$ cat src/rtl/rd_tid_scheduler_pkg.sv
// Shared defaults, tID type and FSM state encoding for the read-path tID scheduler.
package rd_tid_scheduler_pkg;

    localparam int AXI_ID_WIDTH        = 4;
    localparam int FIFO_SIZE           = 8;
    localparam int TID_MAX_DEF         = 16;
    localparam int MAX_OUTSTANDING_DEF = FIFO_SIZE;
    localparam int TID_W               = $clog2(TID_MAX_DEF);

    typedef logic [TID_W-1:0] tid_t;

    typedef enum logic [1:0] {
        S_IDLE  = 2'd0,
        S_ISSUE = 2'd1,
        S_DRAIN = 2'd2
    } state_e;

endpackage

$ cat src/rtl/rd_tid_scheduler_if.sv
// AR-in / lookup-request-out / retire / flush signal bundle of the tID scheduler.
interface rd_tid_scheduler_if #(
    parameter int ID_WIDTH        = rd_tid_scheduler_pkg::AXI_ID_WIDTH,
    parameter int ADDR_WIDTH      = 64,
    parameter int TID_MAX         = rd_tid_scheduler_pkg::TID_MAX_DEF,
    parameter int MAX_OUTSTANDING = rd_tid_scheduler_pkg::MAX_OUTSTANDING_DEF
);
    localparam int TID_BITS = $clog2(TID_MAX);
    localparam int CNT_BITS = $clog2(MAX_OUTSTANDING + 1);

    logic                  ar_valid_i;
    logic                  ar_ready_o;
    logic [ID_WIDTH-1:0]   ar_id_i;
    logic [ADDR_WIDTH-1:0] ar_addr_i;
    logic                  req_valid_o;
    logic                  req_ready_i;
    logic [TID_BITS-1:0]   req_tid_o;
    logic [ADDR_WIDTH-1:0] req_addr_o;
    logic                  retire_i;
    logic [TID_BITS-1:0]   retire_tid_i;
    logic [ID_WIDTH-1:0]   rsp_id_o;
    logic                  flush_i;
    logic                  flush_done_o;
    logic [CNT_BITS-1:0]   outstanding_o;
    logic                  order_err_o;

    modport slave (
        input  ar_valid_i, ar_id_i, ar_addr_i, req_ready_i,
               retire_i, retire_tid_i, flush_i,
        output ar_ready_o, req_valid_o, req_tid_o, req_addr_o,
               rsp_id_o, flush_done_o, outstanding_o, order_err_o
    );

    modport master (
        output ar_valid_i, ar_id_i, ar_addr_i, req_ready_i,
               retire_i, retire_tid_i, flush_i,
        input  ar_ready_o, req_valid_o, req_tid_o, req_addr_o,
               rsp_id_o, flush_done_o, outstanding_o, order_err_o
    );

endinterface

$ cat src/rtl/rd_tid_scheduler_tid_id_table.sv
// Per-tID storage of the original AXI ID: one synchronous write port, one combinational read port.
module rd_tid_scheduler_tid_id_table #(
    parameter int ID_WIDTH = 4,
    parameter int DEPTH    = 16,
    parameter int AW       = 4
) (
    input  logic                clk,
    input  logic                we,
    input  logic [AW-1:0]       waddr,
    input  logic [ID_WIDTH-1:0] wdata,
    input  logic [AW-1:0]       raddr,
    output logic [ID_WIDTH-1:0] rdata
);
    logic [ID_WIDTH-1:0] mem_r [DEPTH];

    // Capture the AXI ID of each accepted request at its tID slot
    always_ff @(posedge clk) begin
        if (we) begin
            mem_r[waddr] <= wdata;
        end
    end

    assign rdata = mem_r[raddr];

endmodule

$ cat src/rtl/rd_tid_scheduler.sv
// Read-path front end: tags AXI AR requests with sequential tIDs, bounds in-flight
// reads to the ROB FIFO depth, and drains/rewinds the tID counters on flush.
module rd_tid_scheduler
    import rd_tid_scheduler_pkg::*;
#(
    parameter int ID_WIDTH        = AXI_ID_WIDTH,
    parameter int ADDR_WIDTH      = 64,
    parameter int TID_MAX         = TID_MAX_DEF,
    parameter int MAX_OUTSTANDING = MAX_OUTSTANDING_DEF
) (
    input logic               clk,
    input logic               rst_n,
    rd_tid_scheduler_if.slave bus
);
    localparam int TID_BITS = $clog2(TID_MAX);
    localparam int CNT_BITS = $clog2(MAX_OUTSTANDING + 1);
    localparam logic [TID_BITS-1:0] TID_ZERO  = {TID_BITS{1'b0}};
    localparam logic [TID_BITS-1:0] TID_LAST  = TID_BITS'(TID_MAX - 1);
    localparam logic [CNT_BITS-1:0] CNT_ZERO  = {CNT_BITS{1'b0}};
    localparam logic [CNT_BITS-1:0] CNT_ONE   = CNT_BITS'(1);
    localparam logic [CNT_BITS-1:0] CNT_LIMIT = CNT_BITS'(MAX_OUTSTANDING);

    function automatic logic [TID_BITS-1:0] tid_next(input logic [TID_BITS-1:0] t);
        logic [TID_BITS-1:0] n;
        if (t == TID_LAST) begin
            n = TID_ZERO;
        end else begin
            n = t + TID_BITS'(1);
        end
        return n;
    endfunction

    state_e                state_r, state_nx_s;
    logic [TID_BITS-1:0]   alloc_tid_r, exp_tid_r, req_tid_r;
    logic [CNT_BITS-1:0]   outstanding_r, outstanding_nx_s;
    logic [ADDR_WIDTH-1:0] req_addr_r;
    logic                  req_valid_r, flush_pending_r, flush_done_r, order_err_r;
    logic                  ar_ready_s, ar_fire_s, retire_dec_s, retire_err_s, drain_done_s;
    logic [ID_WIDTH-1:0]   rsp_id_s;

    // Admission: issue slot free (or freeing), a credit left, and no flush in progress
    always_comb begin
        ar_ready_s = 1'b0;
        if (rst_n && ((state_r == S_IDLE) || ((state_r == S_ISSUE) && bus.req_ready_i)) &&
            (outstanding_r < CNT_LIMIT) && !flush_pending_r && !bus.flush_i) begin
            ar_ready_s = 1'b1;
        end else begin
            ar_ready_s = 1'b0;
        end
    end

    assign ar_fire_s    = bus.ar_valid_i && ar_ready_s;
    // A retire with nothing in flight is flagged but never underflows the counters
    assign retire_dec_s = bus.retire_i && (outstanding_r != CNT_ZERO);
    assign retire_err_s = bus.retire_i &&
                          ((bus.retire_tid_i != exp_tid_r) || (outstanding_r == CNT_ZERO));
    assign drain_done_s = (state_r == S_DRAIN) && (outstanding_r == CNT_ZERO);

    // In-flight count: a same-cycle accept and retire cancel out
    always_comb begin
        outstanding_nx_s = outstanding_r;
        if (ar_fire_s && !retire_dec_s) begin
            outstanding_nx_s = outstanding_r + CNT_ONE;
        end else if (!ar_fire_s && retire_dec_s) begin
            outstanding_nx_s = outstanding_r - CNT_ONE;
        end else begin
            outstanding_nx_s = outstanding_r;
        end
    end

    // Next-state decode for the issue/drain FSM
    always_comb begin
        state_nx_s = state_r;
        case (state_r)
            S_IDLE: begin
                if (ar_fire_s) begin
                    state_nx_s = S_ISSUE;
                end else if (flush_pending_r || bus.flush_i) begin
                    state_nx_s = S_DRAIN;
                end else begin
                    state_nx_s = S_IDLE;
                end
            end
            S_ISSUE: begin
                if (!bus.req_ready_i || ar_fire_s) begin
                    state_nx_s = S_ISSUE;
                end else if (flush_pending_r) begin
                    state_nx_s = S_DRAIN;
                end else begin
                    state_nx_s = S_IDLE;
                end
            end
            S_DRAIN: begin
                if (outstanding_r == CNT_ZERO) begin
                    state_nx_s = S_IDLE;
                end else begin
                    state_nx_s = S_DRAIN;
                end
            end
            default: state_nx_s = S_IDLE;
        endcase
    end

    // FSM, tID counters, credit counter and all registered outputs
    always_ff @(posedge clk) begin
        if (!rst_n) begin
            state_r         <= S_IDLE;
            alloc_tid_r     <= TID_ZERO;
            exp_tid_r       <= TID_ZERO;
            outstanding_r   <= CNT_ZERO;
            flush_pending_r <= 1'b0;
            flush_done_r    <= 1'b0;
            order_err_r     <= 1'b0;
            req_valid_r     <= 1'b0;
            req_tid_r       <= TID_ZERO;
            req_addr_r      <= {ADDR_WIDTH{1'b0}};
        end else begin
            state_r       <= state_nx_s;
            outstanding_r <= outstanding_nx_s;
            // Registered so the pulse lines up with the first S_DRAIN cycle that sees zero in flight
            flush_done_r  <= (state_nx_s == S_DRAIN) && (outstanding_nx_s == CNT_ZERO);
            order_err_r   <= order_err_r || retire_err_s;

            if (ar_fire_s) begin
                req_valid_r <= 1'b1;
                req_tid_r   <= alloc_tid_r;
                req_addr_r  <= bus.ar_addr_i;
            end else if ((state_r == S_ISSUE) && bus.req_ready_i) begin
                req_valid_r <= 1'b0;
            end else begin
                req_valid_r <= req_valid_r;
            end

            if (drain_done_s) begin
                alloc_tid_r <= TID_ZERO;
                exp_tid_r   <= TID_ZERO;
            end else begin
                if (ar_fire_s) begin
                    alloc_tid_r <= tid_next(alloc_tid_r);
                end
                if (retire_dec_s) begin
                    exp_tid_r <= tid_next(exp_tid_r);
                end
            end

            if (drain_done_s) begin
                flush_pending_r <= 1'b0;
            end else if (bus.flush_i && (state_r != S_DRAIN)) begin
                flush_pending_r <= 1'b1;
            end else begin
                flush_pending_r <= flush_pending_r;
            end
        end
    end

    rd_tid_scheduler_tid_id_table #(
        .ID_WIDTH (ID_WIDTH),
        .DEPTH    (TID_MAX),
        .AW       (TID_BITS)
    ) u_id_table (
        .clk   (clk),
        .we    (ar_fire_s),
        .waddr (alloc_tid_r),
        .wdata (bus.ar_id_i),
        .raddr (bus.retire_tid_i),
        .rdata (rsp_id_s)
    );

    assign bus.ar_ready_o    = ar_ready_s;
    assign bus.req_valid_o   = req_valid_r;
    assign bus.req_tid_o     = req_tid_r;
    assign bus.req_addr_o    = req_addr_r;
    assign bus.rsp_id_o      = rsp_id_s;
    assign bus.flush_done_o  = flush_done_r;
    assign bus.outstanding_o = outstanding_r;
    assign bus.order_err_o   = order_err_r;

endmodule

$ cat src/flat_wrapper.sv
// flat-port wrapper written by rule: the top's interface ports become plain ports
module rd_tid_scheduler_flat import rd_tid_scheduler_pkg::*;
#(
    parameter int ID_WIDTH        = AXI_ID_WIDTH,
    parameter int ADDR_WIDTH      = 64,
    parameter int TID_MAX         = TID_MAX_DEF,
    parameter int MAX_OUTSTANDING = MAX_OUTSTANDING_DEF
)
  (clk, rst_n, bus_ar_valid_i, bus_ar_id_i, bus_ar_addr_i, bus_req_ready_i, bus_retire_i, bus_retire_tid_i, bus_flush_i, bus_ar_ready_o, bus_req_valid_o, bus_req_tid_o, bus_req_addr_o, bus_rsp_id_o, bus_flush_done_o, bus_outstanding_o, bus_order_err_o);
  rd_tid_scheduler_if #(.ID_WIDTH(ID_WIDTH), .ADDR_WIDTH(ADDR_WIDTH), .TID_MAX(TID_MAX), .MAX_OUTSTANDING(MAX_OUTSTANDING)) bus_i ();
  input logic clk;
  input logic rst_n;
  input wire logic [$bits(bus_i.ar_valid_i)-1:0] bus_ar_valid_i;
  input wire logic [$bits(bus_i.ar_id_i)-1:0] bus_ar_id_i;
  input wire logic [$bits(bus_i.ar_addr_i)-1:0] bus_ar_addr_i;
  input wire logic [$bits(bus_i.req_ready_i)-1:0] bus_req_ready_i;
  input wire logic [$bits(bus_i.retire_i)-1:0] bus_retire_i;
  input wire logic [$bits(bus_i.retire_tid_i)-1:0] bus_retire_tid_i;
  input wire logic [$bits(bus_i.flush_i)-1:0] bus_flush_i;
  output wire logic [$bits(bus_i.ar_ready_o)-1:0] bus_ar_ready_o;
  output wire logic [$bits(bus_i.req_valid_o)-1:0] bus_req_valid_o;
  output wire logic [$bits(bus_i.req_tid_o)-1:0] bus_req_tid_o;
  output wire logic [$bits(bus_i.req_addr_o)-1:0] bus_req_addr_o;
  output wire logic [$bits(bus_i.rsp_id_o)-1:0] bus_rsp_id_o;
  output wire logic [$bits(bus_i.flush_done_o)-1:0] bus_flush_done_o;
  output wire logic [$bits(bus_i.outstanding_o)-1:0] bus_outstanding_o;
  output wire logic [$bits(bus_i.order_err_o)-1:0] bus_order_err_o;
  assign bus_i.ar_valid_i = bus_ar_valid_i;
  assign bus_i.ar_id_i = bus_ar_id_i;
  assign bus_i.ar_addr_i = bus_ar_addr_i;
  assign bus_i.req_ready_i = bus_req_ready_i;
  assign bus_i.retire_i = bus_retire_i;
  assign bus_i.retire_tid_i = bus_retire_tid_i;
  assign bus_i.flush_i = bus_flush_i;
  assign bus_ar_ready_o = bus_i.ar_ready_o;
  assign bus_req_valid_o = bus_i.req_valid_o;
  assign bus_req_tid_o = bus_i.req_tid_o;
  assign bus_req_addr_o = bus_i.req_addr_o;
  assign bus_rsp_id_o = bus_i.rsp_id_o;
  assign bus_flush_done_o = bus_i.flush_done_o;
  assign bus_outstanding_o = bus_i.outstanding_o;
  assign bus_order_err_o = bus_i.order_err_o;
  rd_tid_scheduler #(.ID_WIDTH(ID_WIDTH), .ADDR_WIDTH(ADDR_WIDTH), .TID_MAX(TID_MAX), .MAX_OUTSTANDING(MAX_OUTSTANDING)) u_core (.clk(clk), .rst_n(rst_n), .bus(bus_i));
endmodule
$ cat config.mk
export PLATFORM = sky130hd
export DESIGN_NAME = rd_tid_scheduler_flat
export DESIGN_NICKNAME = d
export VERILOG_FILES = /design/src/rtl/rd_tid_scheduler_pkg.sv /design/src/rtl/rd_tid_scheduler_if.sv /design/src/rtl/rd_tid_scheduler_tid_id_table.sv /design/src/rtl/rd_tid_scheduler.sv /design/src/flat_wrapper.sv
export SDC_FILE = /design/constraint.sdc
export NUM_CORES = 1
export LEC_CHECK = 0
export CAP_MARGIN = 0
export CORE_ASPECT_RATIO = 1.25
export CORE_MARGIN = 2
export CORE_UTILIZATION = 49
export DETAILED_ROUTE_END_ITERATION = 7
export PLACE_DENSITY = 0.87
export SLEW_MARGIN = 20
export SYNTH_ARGS = -nofsm -noshare
export SYNTH_HDL_FRONTEND = slang
export SYNTH_SLANG_ARGS = --single-unit
$ cat constraint.sdc
create_clock -name clk -period 2.75 [get_ports clk]
set_input_delay 0.4125 -clock clk [delete_from_list [all_inputs] [get_ports clk]]
set_output_delay 0.4125 -clock clk [all_outputs]
set_load 0.02 [all_outputs]
### Word level (Yosys, flattened, before mapping)

Memory sizes are Yosys's and may differ from the RTL's.
Cells that the tools add are included.

| word-level totals | value |
|---|---|
| register bits | 86 |
| word-level logic and storage cells | 68 |
| memories kept | 1 |
| bits in writable memories | 64 |

| cells by class | value |
|---|---|
| add/subtract/negate cells | 4 |
| eq/ne operators | 7 |
| bitwise gates (word level) | 1 |
| reductions and logical operators | 29 |
| magnitude comparators | 1 |
| multiplexer cells | 15 |

Memory list:

| memory | words | bits a word | rd ports | clocked after memory_dff | write ports | RTL line | source |
|---|---|---|---|---|---|---|---|
| u_core.u_id_table.mem_r | 16 | 4 | 1 | 0 | 1 | rd_tid_scheduler_tid_id_table.sv:14 | `logic [ID_WIDTH-1:0] mem_r [DEPTH];` |

Operators with widths:

| kind | number |
|---|---|
| $mux W4 | 4 |
| $logic_and A1 B1 Y1 | 13 |
| $add A4 B1 Y4 const B | 3 |
| $mux W2 | 5 |
| $eq A4 B4 Y1 const B | 2 |
| $logic_not A4 Y1 | 2 |
| $pmux W2 S3 | 1 |
| $logic_not A1 Y1 | 5 |
| $logic_or A1 B1 Y1 | 5 |
| $mux W1 | 5 |
| $eq A2 B2 Y1 const B | 2 |
| $lt A4 B4 Y1 const B | 1 |
| $ne A4 B4 Y1 | 1 |
| $reduce_bool A4 Y1 | 1 |
| $sub A4 B1 Y4 const B | 1 |
| $eq A2 B1 Y1 const B | 1 |
| $logic_not A2 Y1 | 1 |
| $ne A2 B2 Y1 const B | 1 |
| $reduce_bool A2 Y1 | 1 |
| $reduce_or A2 Y1 | 1 |
| $not A1 Y1 | 1 |

### Longest topological paths before layout

| logic depth | value |
|---|---|
| depth in word-level cells | 15 |
| depth in mapped cells | 8 |
| gate-level depth less buffers | 7 |

### By module

A second synthesis with hierarchy kept.

| second synthesis, totals | value |
|---|---|
| cell total of the unflattened synthesis | 528 |
| area total of the unflattened synthesis | 6,003.3 sq um |

By module, submodules not included:

| module | cells each | area an instance (sq um) | instances |
|---|---|---|---|
| rd_tid_scheduler | 402 | 3,417.0 | 1 |
| rd_tid_scheduler_tid_id_table | 126 | 2,586.2 | 1 |

### Least setup slack after synthesis

Ideal clock, no wire load.

| timing | value |
|---|---|
| path kind | input to output |
| start point | input bus_retire_tid_i[0] |
| end point | output bus_rsp_id_o[0] |
| path slack | 0.316 ns |
| stages on the path | 4 |
| arrival | 2.021 ns |
| cell sequence | buf_2 > buf_2 > mux4_2 > mux4_2 |

| between the ends | value |
|---|---|
| longest elaborated chain between the ends | 1 |

Ends and longest elaborated chain:

| element | RTL line | source |
|---|---|---|
| start, declared | flat_wrapper.sv:18 | `input wire logic [$bits(bus_i.retire_tid_i)-1:0] bus_retire_tid_i;` |
| $mem_v2 Z16 W4 | n/a |  |
| end, declared | flat_wrapper.sv:24 | `output wire logic [$bits(bus_i.rsp_id_o)-1:0] bus_rsp_id_o;` |

No other way between the ends.

### Worst setup path after layout

| timing | value |
|---|---|
| start point | input bus_retire_tid_i[0] |
| end point | output bus_rsp_id_o[1] |

Same word-level chain as after synthesis.

==> flow_results.org <==
** Clock network
- The cell sitting at the root of the clock tree is a sky130_fd_sc_hd__clkbuf_16.
- TritonCTS built the clock tree.
- Clock sink count :: 150
- The longest clock path from root to sink contains 2 buffers.
- For this design, the CTS-stage hold fixing added 0 buffers.
- Clock-pin slew on the worst setup and hold paths :: 0.06 ns
- Insertion delay to the later sink of the worst-skew pair :: 0.42 ns
- In this run, CTS created clock tree buffers numbering 17.
- The H-tree was split into 4 levels.

** Hold path
- The worst hold path passes through 2 cells.
- Startpoint of the lowest-slack hold path :: u_core.bus.req_addr_o[57]$_SDFFE_PN0P_
- Hold Crit Class :: flip-flop to flip-flop
- Terminating pin of the worst hold path :: u_core.bus.req_addr_o[57]$_SDFFE_PN0P_

** Timing
- After routing, the total negative slack on setup checks comes to 0 ns.
- Number of hold-slack violations in the final timing report :: 0
- Worst-margin pin slew :: 0.6756 ns
- Relative slew slack :: 0.5466
- For the final database, setup skew stands at 0.007974 ns.
- Unrepaired setup endpoints after global routing :: no
- Of the available clock period, the critical path in the final layout requires 0.9776.
- Final Max Tran Viols :: 0
- Setup violations remaining at the end of the flow were counted as 0.
- For this run, the top clock speed supported by timing is 372.0 MHz.
- Minimum clock period :: 2.688 ns

** Die
- I/O Pins :: 158
- The floorplan step defined a core boundary enclosing 12050 sq um.
- From left edge to right edge, the die measures 103.0 um.
- Starting density of the core :: 0.4979
- Floorplan die area :: 13150 sq um
- From bottom edge to top edge, the die measures 127.7 um.
- Placement Rows :: 45

** Yosys
- Yosys printed 0 warnings.
- After technology mapping, the gate count stands at 520.
- The share of synthesized area in the top cell type comes to 0.3203.
- Sequential share of the synthesized area :: 0.6073
- In the synthesized netlist the dominant register cell turns out to be sky130_fd_sc_hd__dfxtp_1.
- The synthesized design contains 150 register bits.
- Largest area contributor in the netlist :: sky130_fd_sc_hd__edfxtp_1
- Biggest area contributors in the synthesized netlist :: sky130_fd_sc_hd__edfxtp_1 (32%), sky130_fd_sc_hd__dfxtp_1 (29%), sky130_fd_sc_hd__nand2_1 (9.4%), sky130_fd_sc_hd__a21boi_0 (8.6%), sky130_fd_sc_hd__mux4_2 (7.5%)
- Share of synthesized flip-flops with an asynchronous set or reset :: 0
- Net count after synthesis :: 605
- Ranked by instance count, the synthesized netlist is headed by sky130_fd_sc_hd__nand2_1 (150), sky130_fd_sc_hd__dfxtp_1 (86), sky130_fd_sc_hd__a21boi_0 (69), sky130_fd_sc_hd__edfxtp_1 (64).
- Number of enable flip-flop cells after synthesis :: 64
- Post-synthesis cell type count :: 43
- Mapped Area :: 6000 sq um
- Most frequent cell after synthesis :: sky130_fd_sc_hd__nand2_1
- Average size of a mapped cell :: 11.54 sq um

** Outcome
- The flow ran to the end, and the final reports show no timing, DRC or antenna violations.

** Setup path
- Of all nets on the critical path, the largest fanout is 8.
- The worst register-to-register path begins at u_core.bus.outstanding_o[1]$_SDFF_PN0_.
- Arr. time, crit path :: 2.28 ns
- STA classifies the critical path startpoint as an input port.
- Reg2Reg Depth :: 7
- Critical path capture point type :: primary output
- The critical path starts at bus_retire_tid_i[0].
- In this run the critical register-to-register path is captured at u_core.bus.flush_done_o$_SDFF_PN0_.
- Flop2flop setup slack :: 0.47 ns
- Required time reported for the critical path endpoint :: 2.34 ns
- Critical path start-end classification :: input port to primary output

** Detailed routing
- In the final routed layout, each cell accounts on average for 17.58 um.
- Vias after detailed routing :: 4405
- For this run, design rule violations remaining after detail routing come to 0.
- In this run, the number of DRC markers left after iteration 0 of detailed routing was 223.
- Detailed-route vias per instance :: 5.128
- Final WL :: 15.10 mm
- In this run the remaining antenna-violating nets after routing total 0.
- Detailed-routing iteration count for the pre-antenna-repair pass :: 5

** Finish
- The repair_antennas step left the layout with diodes totalling 0.
- In the final layout, the share of cells above drive strength 1 is 0.1108.
- Post-synthesis to final-layout area growth :: 40.46%
- Final net count :: 767

** Placed design
- The congestion estimate from routability-driven global placement came to 0.8141.
- Number of buffers inserted by port buffering :: 157
- Half-perimeter wire length after placement :: 10.79 mm

** Job
- Max-cap violation count :: 0

** Pwr
- Leak pwr :: 0.002837 uW
- For this design the ratio of total power to cell area is 710.8 nW/um^2.
- The worst-case IR drop observed on VDD is 0.3749 mV.
- Total power consumption of the routed design :: 5990 uW

** GRT
- Aggregate global routing overflow :: 0
- The first global-routing pass estimated 23.65 mm of wire.
- Entering global routing, the biggest net connects 78 pins.
- The number of global-route vias before repair came to 4626.
- Global Route Usage Sum :: 0.2400
- The number of antenna violations at the first check in global routing was 0.
==> how the worst max path moves through the flow <==
stage,to,depth (start not counted)
6_report,bus_rsp_id_o[1],5
3_3_place_gp,bus_rsp_id_o[1],5
4_1_cts,bus_rsp_id_o[1],5
3_5_place_dp,bus_rsp_id_o[0],5
2_1_floorplan,bus_rsp_id_o[0],4
5_1_grt,bus_rsp_id_o[1],5
==> critical path: stages <==
cell,delay [ns]
sky130_fd_sc_hd__dlygate4sd2_1,0.28
sky130_fd_sc_hd__bufbuf_16,0.30
sky130_fd_sc_hd__mux4_2,0.49
sky130_fd_sc_hd__mux4_2,0.46
sky130_fd_sc_hd__dlygate4sd2_1,0.33
==> through the flow <==
stage / instances / setup slack (ns) / hold slack (ns) / area (sq um) / utilization
2_1_floorplan: 520 / 0.3164 / 0.4748 / 6000 / -
3_3_place_gp: 825 / -0.2948 / 0.4493 / 7775 / 0.6453
3_5_place_dp: 825 / -0.3636 / 0.4584 / 7775 / 0.6453
4_1_cts: 859 / 0.04727 / 0.4656 / 8427 / 0.6994
5_1_grt: 859 / 0.01221 / 0.4858 / 8427 / 0.6994
6_report: 859 / 0.06163 / 0.4627 / 8427 / 0.6994
==> cell usage in the layout, fill, tap and decap left out, types with 6 or more instances in the layout <==
cell type / n
sky130_fd_sc_hd__mux4_2: 20
sky130_fd_sc_hd__a21boi_0: 69
sky130_fd_sc_hd__ha_1: 7
sky130_fd_sc_hd__nor2_1: 20
sky130_fd_sc_hd__edfxtp_1: 64
sky130_fd_sc_hd__buf_4: 15
sky130_fd_sc_hd__clkbuf_16: 17
sky130_fd_sc_hd__nand2_1: 150
sky130_fd_sc_hd__clkdlybuf4s50_1: 151
sky130_fd_sc_hd__a21oi_1: 13
sky130_fd_sc_hd__nor3_1: 6
sky130_fd_sc_hd__dfxtp_1: 86
==> state kept, by name, summed over array words and instances (netlist names) <==
register                  cells
u_core.flush_pending_r        1
u_core.u_id_table.mem_r      64
u_core.bus.flush_done_o       1
u_core.exp_tid_r              4
u_core.state_r                2
u_core.bus.req_tid_o          4
u_core.alloc_tid_r            4
u_core.bus.outstanding_o      4
u_core.bus.req_valid_o        1
u_core.bus.order_err_o        1
u_core.bus.req_addr_o        64
==> metal layers <==
layer,vias up,GRT usage,share of wire,wire length [um]
met5,-,0,0,0
met4,0,0.1161,0.039,589
met3,33,0.09597,0.075,1131
met2,156,0.4121,0.53,8012
met1,2082,0.2519,0.36,5369
li1,2134,-,-,-
==> area by class of cell <==
cell class              instances  area [sq um]
inverters                       4         15.01
well taps                     164         205.2
multi-input cells             334          2200
clock inverters                15         192.7
clock buffers                  17         425.4
repair buffers                175          1745
fillers                       855          3622
flip-flops and latches        150          3643
==> power breakdown <==
group	internal (uW)	switching (uW)	total (uW)
clock	1450	952	2400
combinational	502	549	1050
sequential	2430	110	2540
total	4380	1610	5990
==> logic make-up after synthesis <==
family,share of synthesized area
and+or+nand+nor,0.1452
xor gates and xnor gates,0.01397
muxes,0.07508
DFF,0.6073
adders and majority gates,0.01460
AOI/OAI and AO/OA,0.1178
buffers and inverters,0.02607
==> timing repair <==
item                       in CTS  in global routing
setup buffers                   1                  0
setup endpoints to repair       4                  0
resized for setup               5                  0
hold endpoints to repair        0                  0
Note: power is estimated with default switching activity, not from simulation.
